### src/rtl/sipo_word_receiver.sv
// Rebuilds parallel words from a framed serial bit stream, with optional even parity.
// Word output updates on the edge sampling its last bit; sin_valid=0 cycles stall all state.
module sipo_word_receiver #(
  parameter int WIDTH     = 4,
  parameter bit MSB_FIRST = 1'b1,
  parameter bit PARITY_EN = 1'b0
) (
  input  logic             clk,
  input  logic             rst_n,
  input  logic             sin_valid,
  input  logic             sin_start,
  input  logic             sin,
  output logic [WIDTH-1:0] q,
  output logic [WIDTH-1:0] q_bar,
  output logic             q_valid,
  output logic             frame_err,
  output logic             par_err
);

  localparam int CW = $clog2(WIDTH + 1);

  typedef enum logic [1:0] {
    IDLE   = 2'd0,
    SHIFT  = 2'd1,
    PARITY = 2'd2
  } state_t;

  state_t           state_q;
  logic [CW-1:0]    cnt_q;
  logic [WIDTH-1:0] sr_q;
  logic [WIDTH-1:0] q_q;
  logic             q_valid_q;
  logic             frame_err_q;
  logic             par_err_q;

  logic [WIDTH-1:0] first_d;
  logic [WIDTH-1:0] shift_d;
  logic             last_data_bit;
  logic             parity_ok;

  // MSB-first shifts left into the LSB; LSB-first shifts right into the MSB,
  // so in both cases the first bit ends up at its final position after WIDTH beats.
  always_comb begin
    first_d = '0;
    shift_d = '0;
    if (MSB_FIRST) begin
      first_d[0] = sin;
      shift_d    = {sr_q[WIDTH-2:0], sin};
    end else begin
      first_d[WIDTH-1] = sin;
      shift_d          = {sin, sr_q[WIDTH-1:1]};
    end
  end

  assign last_data_bit = (cnt_q == CW'(WIDTH - 1));
  assign parity_ok     = ~(^{sr_q, sin});

  always_ff @(posedge clk or negedge rst_n) begin
    if (!rst_n) begin
      state_q     <= IDLE;
      cnt_q       <= '0;
      sr_q        <= '0;
      q_q         <= '0;
      q_valid_q   <= 1'b0;
      frame_err_q <= 1'b0;
      par_err_q   <= 1'b0;
    end else begin
      q_valid_q   <= 1'b0;
      frame_err_q <= 1'b0;
      par_err_q   <= 1'b0;
      if (sin_valid) begin
        if (sin_start) begin
          // A start beat always opens a new frame; mid-frame it also drops the partial one.
          frame_err_q <= (state_q != IDLE);
          sr_q        <= first_d;
          cnt_q       <= CW'(1);
          state_q     <= SHIFT;
        end else begin
          case (state_q)
            SHIFT: begin
              sr_q  <= shift_d;
              cnt_q <= cnt_q + CW'(1);
              if (last_data_bit) begin
                if (PARITY_EN) begin
                  state_q <= PARITY;
                end else begin
                  q_q       <= shift_d;
                  q_valid_q <= 1'b1;
                  cnt_q     <= '0;
                  state_q   <= IDLE;
                end
              end
            end
            PARITY: begin
              if (parity_ok) begin
                q_q       <= sr_q;
                q_valid_q <= 1'b1;
              end else begin
                par_err_q <= 1'b1;
              end
              cnt_q   <= '0;
              state_q <= IDLE;
            end
            default: begin
              state_q <= IDLE;
            end
          endcase
        end
      end
    end
  end

  assign q         = q_q;
  assign q_bar     = ~q_q;
  assign q_valid   = q_valid_q;
  assign frame_err = frame_err_q;
  assign par_err   = par_err_q;

endmodule

### config.mk
export PLATFORM = sky130hd
export DESIGN_NAME = sipo_word_receiver
export DESIGN_NICKNAME = d
export VERILOG_FILES = /design/src/rtl/sipo_word_receiver.sv
export SDC_FILE = /design/constraint.sdc
export NUM_CORES = 1
export LEC_CHECK = 0
export CAP_MARGIN = 20
export CORE_MARGIN = 2
export CORE_UTILIZATION = 40
export CTS_CLUSTER_DIAMETER = 50
export DETAILED_ROUTE_END_ITERATION = 12
export PLACE_DENSITY_LB_ADDON = 0.08
export SLEW_MARGIN = 20
export SYNTH_ARGS = -nofsm -noshare
export SYNTH_HDL_FRONTEND = slang
export SYNTH_SLANG_ARGS = --single-unit
### constraint.sdc
create_clock -name clk -period 1.46 [get_ports clk]
set_clock_uncertainty 0.05 [all_clocks]
set_input_delay 0.146 -clock clk [delete_from_list [all_inputs] [get_ports clk]]
set_output_delay 0.146 -clock clk [all_outputs]
set_load 0.005 [all_outputs]
-- After elaboration in Yosys (flattened, before gate mapping)
Cells that the tools add are included.
Widths: inputs -> output; s select.
- bits of input ports: 5
- word-level logic and storage cells: 47
- output and inout bits: 11
- register bits after elaboration: 16
- bitwise gates (word level): 2
- multiplexer cells: 22
- reduce and logical (&&, ||, !) cells: 9
- $add $sub $neg: 1
- equality and inequality tests: 6
- operator list (operator ; count):
    $mux 4 ; 4
    $mux 1 ; 10
    $pmux 4 s2 ; 1
    $mux 2 ; 3
    $mux 3 ; 2
    $pmux 3 s2 ; 1
    $reduce_and 2->1 ; 3
    $reduce_bool 2->1 ; 3
    $reduce_and 5->1 ; 1
    $reduce_xor 5->1 ; 1
    $ne 2x2->1 const B ; 2
    $not 4->4 ; 1
    $add 3x1->3 const B ; 1
    $eq 3x2->1 const B ; 1
    $ne 3x3->1 const B ; 1
    $reduce_bool 3->1 ; 1
    $eq 2x1->1 const B ; 1
    $eq 2x2->1 const B ; 1
    $pmux 1 s2 ; 1
    $not 1->1 ; 1

-- Longest topological paths before layout
Gate-level depths: netlist of run 1.
- depth after elaboration: 5
- gate-level depth with buffers: 4

-- Least setup slack after synthesis of run 1
No wires, ideal clock.
- kind: reg-to-reg
- start point: register cnt_q[0]
- end point: register q_q[0], in the netlist q[0]
- arrival: 1183 ps
- setup slack: 102 ps
- cell stages (with the launch flop): 5
- library setup time: 125 ps
- cell sequence: dfrtp_1 -> ha_1 -> nand2b_1 -> nor3_4 -> mux2_4
- cells in the longest elaborated chain, start to end: 3
- ends and longest elaborated chain (what ; RTL line ; RTL):
    from (decl) ; 29 ; logic [CW-1:0] cnt_q;
    from (signal assigned) ; 82 ; cnt_q <= cnt_q + CW'(1);
    $eq 3x2->1 ; 55 ; assign last_data_bit = (cnt_q == CW'(WIDTH - 1));
    $ne 2x2->1 (no line) ; - ;
    $reduce_and 5->1 (no line) ; - ;
    to (signal assigned) ; 87 ; q_q <= shift_d;
    to (signal assigned) ; 96 ; q_q <= sr_q;
    to (decl) ; 31 ; logic [WIDTH-1:0] q_q;
No other way between the ends.
A chain may end at the register's enable or synchronous reset.

-- Final worst setup path of run 1
- start point: register q_q[1], in the netlist q[1]
- end point: output port q_bar[1]
- cells in the longest elaborated chain, start to end: 1
- ends and longest elaborated chain (what ; RTL line ; RTL):
    $not 4->4 ; 114 ; assign q_bar = ~q_q;
    to (decl) ; 14 ; output logic [WIDTH-1:0] q_bar,
No other way between the ends.

==> results.json, run 1 <==
{
  "run_status": "completed",
  "fp.dieW_um": 42.6,
  "post-synth-top-count-cell": "dfrtp_1",
  "dr.pass1.iters": 4,
  "number_of_enable_type_register_cells_in_the_synthesized_netlist": 0,
  "setup_slack_ps": 58.2,
  "worst_skew_pair.late_latency_ps": 270,
  "drt_drc_violations_left": 0,
  "critPathRequiredTime_ps": 1260,
  "netSwitchingFraction_pct": 29.7,
  "clock_sink_count": 13,
  "yosys_most_used_dff": "dfrtp_1",
  "synth_seq_cells": 13,
  "grt_max_degree": 14,
  "synth.top_cells.by_area": "dfrtp_1 (55%), inv_1 (5.0%), mux2_4 (5.0%)",
  "ir_drop_v": 0.000748,
  "drt_first_iter_violations": 3,
  "power.switching_uw": 434,
  "critical_path.max_stage_delay_ps": 490,
  "place.gp.congestion": 0.722,
  "synthesis.yosys.warnings": 0,
  "ys_seq_area_share_pct": 54.5,
  "cp_slowest_cell": "clkdlybuf4s50_1",
  "timing.final.setup_violations": 0,
  "seq_power_share_pct": 37.7,
  "drt_wl_total_mm": 1.10,
  "hold_violations": 0,
  "critPathTopFamily": "buffers and inverters",
  "cp-start-kind": "flop",
  "synthesis.area_sq_um": 597,
  "final_core_util_pct": 63.9,
  "final_layout_size_suffix_gt1_share_pct": 26.7,
  "worstSetupStartpoint": "q[1]$_DFFE_PN0P_",
  "p_per_area_nw_per_um2": 1690,
  "yosys.area.top_type_share_pct": 54.5,
  "core_area_sq_um": 1350,
  "synth_cells": 51,
  "overflow": 0,
  "grt_util_all_layers_pct": 14.1,
  "p_int_mw": 1.03,
  "endpoint_kind": "output pin",
  "fraction_of_synthesis_flops_using_an_asynchronous_set_or_reset_pin_pct": 100,
  "finalWorstPathRequiredPeriod_ps": 1400,
  "post_placement_setup_slack_ps": -16.8,
  "cts.root.buffer_cell": "clkbuf_4",
  "via_count": 440,
  "netlist_top_cells_count": "dfrtp_1 (13), inv_1 (8), o22ai_1 (3)",
  "critical_path.cell_chain": "inv_1 > clkdlybuf4s50_1",
  "critical_path_peak_fanout": 3,
  "tritoncts": "done",
  "syn2layout_area_growth_pct": 44.7,
  "p_leak_nw": 0.415,
  "die_h_um": 42.6,
  "comb_power_share_pct": 47.2,
  "antenna_found_initial": 0,
  "finish.net_count": 82,
  "worstPathBufferInverterCount": 2,
  "avgViaCountPerCell": 4.89,
  "num_rows": 13,
  "synthesis.nets": 57,
  "post_synth_num_cell_types": 23,
  "holdCritPathClass": "input port to async pin",
  "max_cap_viol_count": 0,
  "final_antenna_net_count": 0,
  "postSynthAreaPerCell_sq_um": 11.7,
  "final_min_period_over_clock_period_pct": 96.0,
  "max-clock-path-buffers": 2,
  "port_buffers": 14,
  "ff2ff_setup_slack_ps": 80,
  "detailed_place_hpwl_um": 789,
  "crit-reg2reg-launch": "cnt_q[0]$_DFFE_PN0P_",
  "pin_count": 16,
  "multi_input_area_sq_um": 236,
  "yosysTopAreaCell": "dfrtp_1",
  "grt_pass1_wl_mm": 1.81,
  "fp.dieArea_sq_um": 1820,
  "worstPathArrival_ps": 1210,
  "start_util_pct": 44.2,
  "numCtsBuffers": 3,
  "worstSetupPathType": "flop to output pin",
  "ff_latch_area_sq_um": 325,
  "n_antenna_cell": 0,
  "timing.final.max_slew_violations": 0,
  "clockPowerShare_pct": 15.1,
  "cts_htree_levels": 1,
  "achievable_freq_mhz": 713,
  "fillerInstances": 113,
  "clkTransAtPathRegs_ps": 80,
  "via_count_of_the_first_global_routing_pass": 411,
  "routedWlPerCell_um": 12.2
}
final timing paths:
| path | end | depth (start not counted) |
|---|---|---|
| max | q_bar[1] | 2 |
| min | cnt_q[0]$_DFFE_PN0P_ | 2 |
| max reg2reg | q[0]$_DFFE_PN0P_ | 4 |
| min reg2reg | q[3]$_DFFE_PN0P_ | 2 |
| max in group asynchronous | sr_q[0]$_DFFE_PN0P_ | 2 |
| min in group clk | q[0]$_DFFE_PN0P_ | 2 |
power by group through the flow:
stage | clock network [mW] | logic (mW) | registers, mW
floorplan | 0 | 0.291 | 0.541
global placement | 0 | 0.587 | 0.547
detailed placement | 0 | 0.600 | 0.553
CTS | 0.229 | 0.601 | 0.548
global route | 0.250 | 0.749 | 0.574
finish | 0.221 | 0.689 | 0.550
state kept, by name, summed over array words and instances, names as in the netlist:
signal and flops:
cnt_q 3, q 4, state_q 1, sr_q 3, frame_err 1, q_valid 1
cell families (layout without fill, tap and decap cells):
kind of cell | Yosys count | in the layout | synth area share [%]
flip-flops | 13 | 13 | 54.5
buffers and inverters | 12 | 36 | 9.22
AND/OR/NAND/NOR | 7 | 7 | 8.39
adder cells (fa/ha/maj) | 1 | 1 | 2.10
multiplexers | 5 | 5 | 10.3
other | 1 | 1 | 0.628
AO/OA/AOI/OAI | 12 | 12 | 14.9
per-stage QoR:
step | std cells | hold slack (ps) | TNS (ps) | power [mW] | cell area (sq um)
detailed placement | 82 | 421 | -28.7 | 1.15 | 776
CTS | 86 | 124 | 0 | 1.38 | 802
global placement | 82 | 421 | 0 | 1.13 | 776
finish | 90 | 121 | 0 | 1.46 | 863
floorplan | 51 | -200 | 0 | 0.832 | 597
global route | 90 | 121 | -6.86 | 1.57 | 863
layout make-up:
| type | count | share of cell area [%] |
|---|---|---|
| Timing Repair Buffer | 24 | 26.2 |
| Inverter | 8 | 3.48 |
| Multi-Input combinational cell | 26 | 27.4 |
| Clock buffer | 4 | 3.04 |
| Tap cell | 15 | 2.17 |
| Sequential cell | 13 | 37.7 |
timing repair:
item,in CTS,in global routing
endpoints found under the setup margin,0,8
setup buffers,0,4
hold buffers,0,0
hold endpoints to repair,0,0
gates resized for setup,0,7
placed cells by master, fill, tap and decap left out, drive strengths merged:
cell | netlist | final
dfrtp | 13 | 13
clkdlybuf4s50 | 0 | 11
buf | 4 | 10
inv | 8 | 8
clkbuf | 0 | 4
o22ai | 3 | 3
dlymetal6s2s | 0 | 3
mux2 | 3 | 3
a22o | 2 | 2
nand3 | 2 | 2
o21a | 2 | 2
mux2i | 2 | 2
and3 | 1 | 1
nand2 | 1 | 1
nand2b | 1 | 1
nor3 | 1 | 1
a21o | 1 | 1
a21boi | 1 | 1
o22a | 1 | 1
nand3b | 1 | 1
o21ai | 1 | 1
a31o | 1 | 1
ha | 1 | 1
conb | 1 | 1
layer usage:
| metal | wire length (um) | GRT usage (%) | vias up |
|---|---|---|---|
| met5 | 0 | 0 | - |
| met4 | 27 | 11.3 | 0 |
| met3 | 62 | 3.88 | 4 |
| met2 | 517 | 20.3 | 17 |
| met1 | 493 | 17.5 | 202 |
| li1 | - | - | 217 |
Power figures use the tool's default switching activity.
==> inputs of run 2 (changes only) <==
--- a/config.mk
+++ b/config.mk
@@ -10,6 +10,7 @@
 export CORE_UTILIZATION = 40
 export CTS_CLUSTER_DIAMETER = 50
 export DETAILED_ROUTE_END_ITERATION = 12
+export HOLD_SLACK_MARGIN = 0.12
 export PLACE_DENSITY_LB_ADDON = 0.08
 export SLEW_MARGIN = 20
 export SYNTH_ARGS = -nofsm -noshare
==> constraint.sdc (replaced) <==
create_clock -name clk -period 1.46 [get_ports clk]
set_clock_uncertainty 0.05 [all_clocks]
set_input_delay 0.292 -clock clk [delete_from_list [all_inputs] [get_ports clk]]
set_output_delay 0.292 -clock clk [all_outputs]
set_load 0.005 [all_outputs]
==> results.json, run 2 (synthesis gave the netlist of run 1 again) <==
{
  "num_rows": 13,
  "finalWorstPathRequiredPeriod_ps": 1400,
  "holdCritPathClass": "input port to async pin",
  "grt_pass1_wl_mm": 1.90,
  "drt_drc_violations_left": 0,
  "final_min_period_over_clock_period_pct": 95.8,
  "p_per_area_nw_per_um2": 1660,
  "run_status": "completed",
  "design_power_total_mw": 1.43,
  "grt_max_degree": 14,
  "achievable_freq_mhz": 715,
  "critical_path_peak_fanout": 2,
  "cp-start-kind": "flop",
  "place.gp.congestion": 0.722,
  "avgViaCountPerCell": 4.92,
  "rsz0062_at_grt": "no",
  "ir_drop_v": 0.000731,
  "worstSetupPathType": "flop to output pin",
  "setup-tns-final_ps": 0,
  "clock_sink_count": 13,
  "cts.root.buffer_cell": "clkbuf_4",
  "syn2layout_area_growth_pct": 44.4,
  "drt_wl_total_mm": 1.13,
  "timing.final.setup_violations": 0,
  "overflow": 0,
  "via_count": 453,
  "finish.net_count": 84,
  "fp.dieW_um": 42.6,
  "endpoint_kind": "output pin",
  "die_h_um": 42.6,
  "start_util_pct": 44.2,
  "fp.dieArea_sq_um": 1820,
  "core_area_sq_um": 1350,
  "timing.final.max_slew_violations": 0,
  "max-clock-path-buffers": 2,
  "post_placement_setup_slack_ps": -163,
  "numCtsBuffers": 3,
  "worstPathArrival_ps": 1060,
  "setup_slack_ps": 60.7,
  "final_core_util_pct": 63.9,
  "antenna_found_initial": 0,
  "cts_htree_levels": 1,
  "final_antenna_net_count": 0,
  "finalHoldWorstSlack_ps": 266,
  "drt_first_iter_violations": 3,
  "grt_util_all_layers_pct": 14.7,
  "dr.pass1.iters": 4,
  "most-common-layout-cells": "dfrtp_1 (13), buf_4 (11), dlygate4sd2_1 (9)",
  "clkTransAtPathRegs_ps": 80,
  "layout.cells.most_common": "dfrtp_1",
  "tritoncts": "done",
  "largest_register_ff_count": 4,
  "routedWlPerCell_um": 12.3,
  "final_layout_size_suffix_gt1_share_pct": 28.6,
  "detailed_place_hpwl_um": 789,
  "hold_violations": 0,
  "max_cap_viol_count": 0,
  "port_buffers": 14,
  "via_count_of_the_first_global_routing_pass": 438,
  "worst_skew_pair.late_latency_ps": 270,
  "pin_count": 16,
  "critPathRequiredTime_ps": 1120,
  "p_leak_nw": 0.434,
  "n_antenna_cell": 0
}
run 2: changes by cell type in the layout (fill, tap and decap cells not counted):
cell / before / now
dlygate4sd2_1: 0 / 9
clkdlybuf4s50_1: 11 / 4
buf_4: 9 / 11
dlymetal6s2s_1: 3 / 1
run 2: metrics by stage:
stage / std cells / cell area [sq um]
final: 92 / 862
after global routing: 92 / 862
after CTS: 90 / 821
after detailed placement: 82 / 776
after global placement: 82 / 776
after floorplan: 51 / 597
run 2: per-layer routing:
| metal | wire, um | track usage [%] | vias to the layer above |
|---|---|---|---|
| met1 | 511 | 18.3 | 210 |
| met5 | 0 | 0 | - |
| li1 | - | - | 222 |
| met3 | 60 | 3.88 | 4 |
| met2 | 527 | 21.2 | 17 |
| met4 | 27 | 11.3 | 0 |
run 2: cell type report:
class,instances,area [sq um]
Sequential cell,13,325
Fill cell,120,488
Tap cell,15,18.8
Inverter,8,30.0
Clock buffer,4,26.3
Multi-Input combinational cell,26,236
Timing Repair Buffer,26,225
run 2: final timing paths:
kind                                       from                   end  slack, ps  cells past startpoint
min reg2reg                    q[3]$_DFFE_PN0P_      q[3]$_DFFE_PN0P_        490                      2
max in group asynchronous                 rst_n   sr_q[0]$_DFFE_PN0P_        940                      2
max                            q[0]$_DFFE_PN0P_              q_bar[0]         60                      3
max reg2reg                cnt_q[0]$_DFFE_PN0P_      q[0]$_DFFE_PN0P_         80                      4
min                                       rst_n  cnt_q[0]$_DFFE_PN0P_        270                      2
min in group clk               q[3]$_DFFE_PN0P_      q[3]$_DFFE_PN0P_        490                      2
run 2: critical path, cell delays in order (launching register included):
cell and delay (ps):
dfrtp_1 390, buf_4 140, inv_1 40, dlygate4sd2_1 220
run 2: what timing repair did:
| item | 4_1_cts | 5_1_grt |
|---|---|---|
| pin swaps | 0 | 1 |
| setup endpoints to repair | 9 | 5 |
| hold buffers | 0 | 0 |
| setup buffers | 4 | 2 |
| resized for setup | 9 | 5 |
run 2: report_power, final:
group	switching, mW	leakage [nW]	internal [mW]
Combinational	0.258	0.257	0.412
Sequential	0.0678	0.162	0.474
Clock	0.116	0.0150	0.106
Total	0.442	0.434	0.991
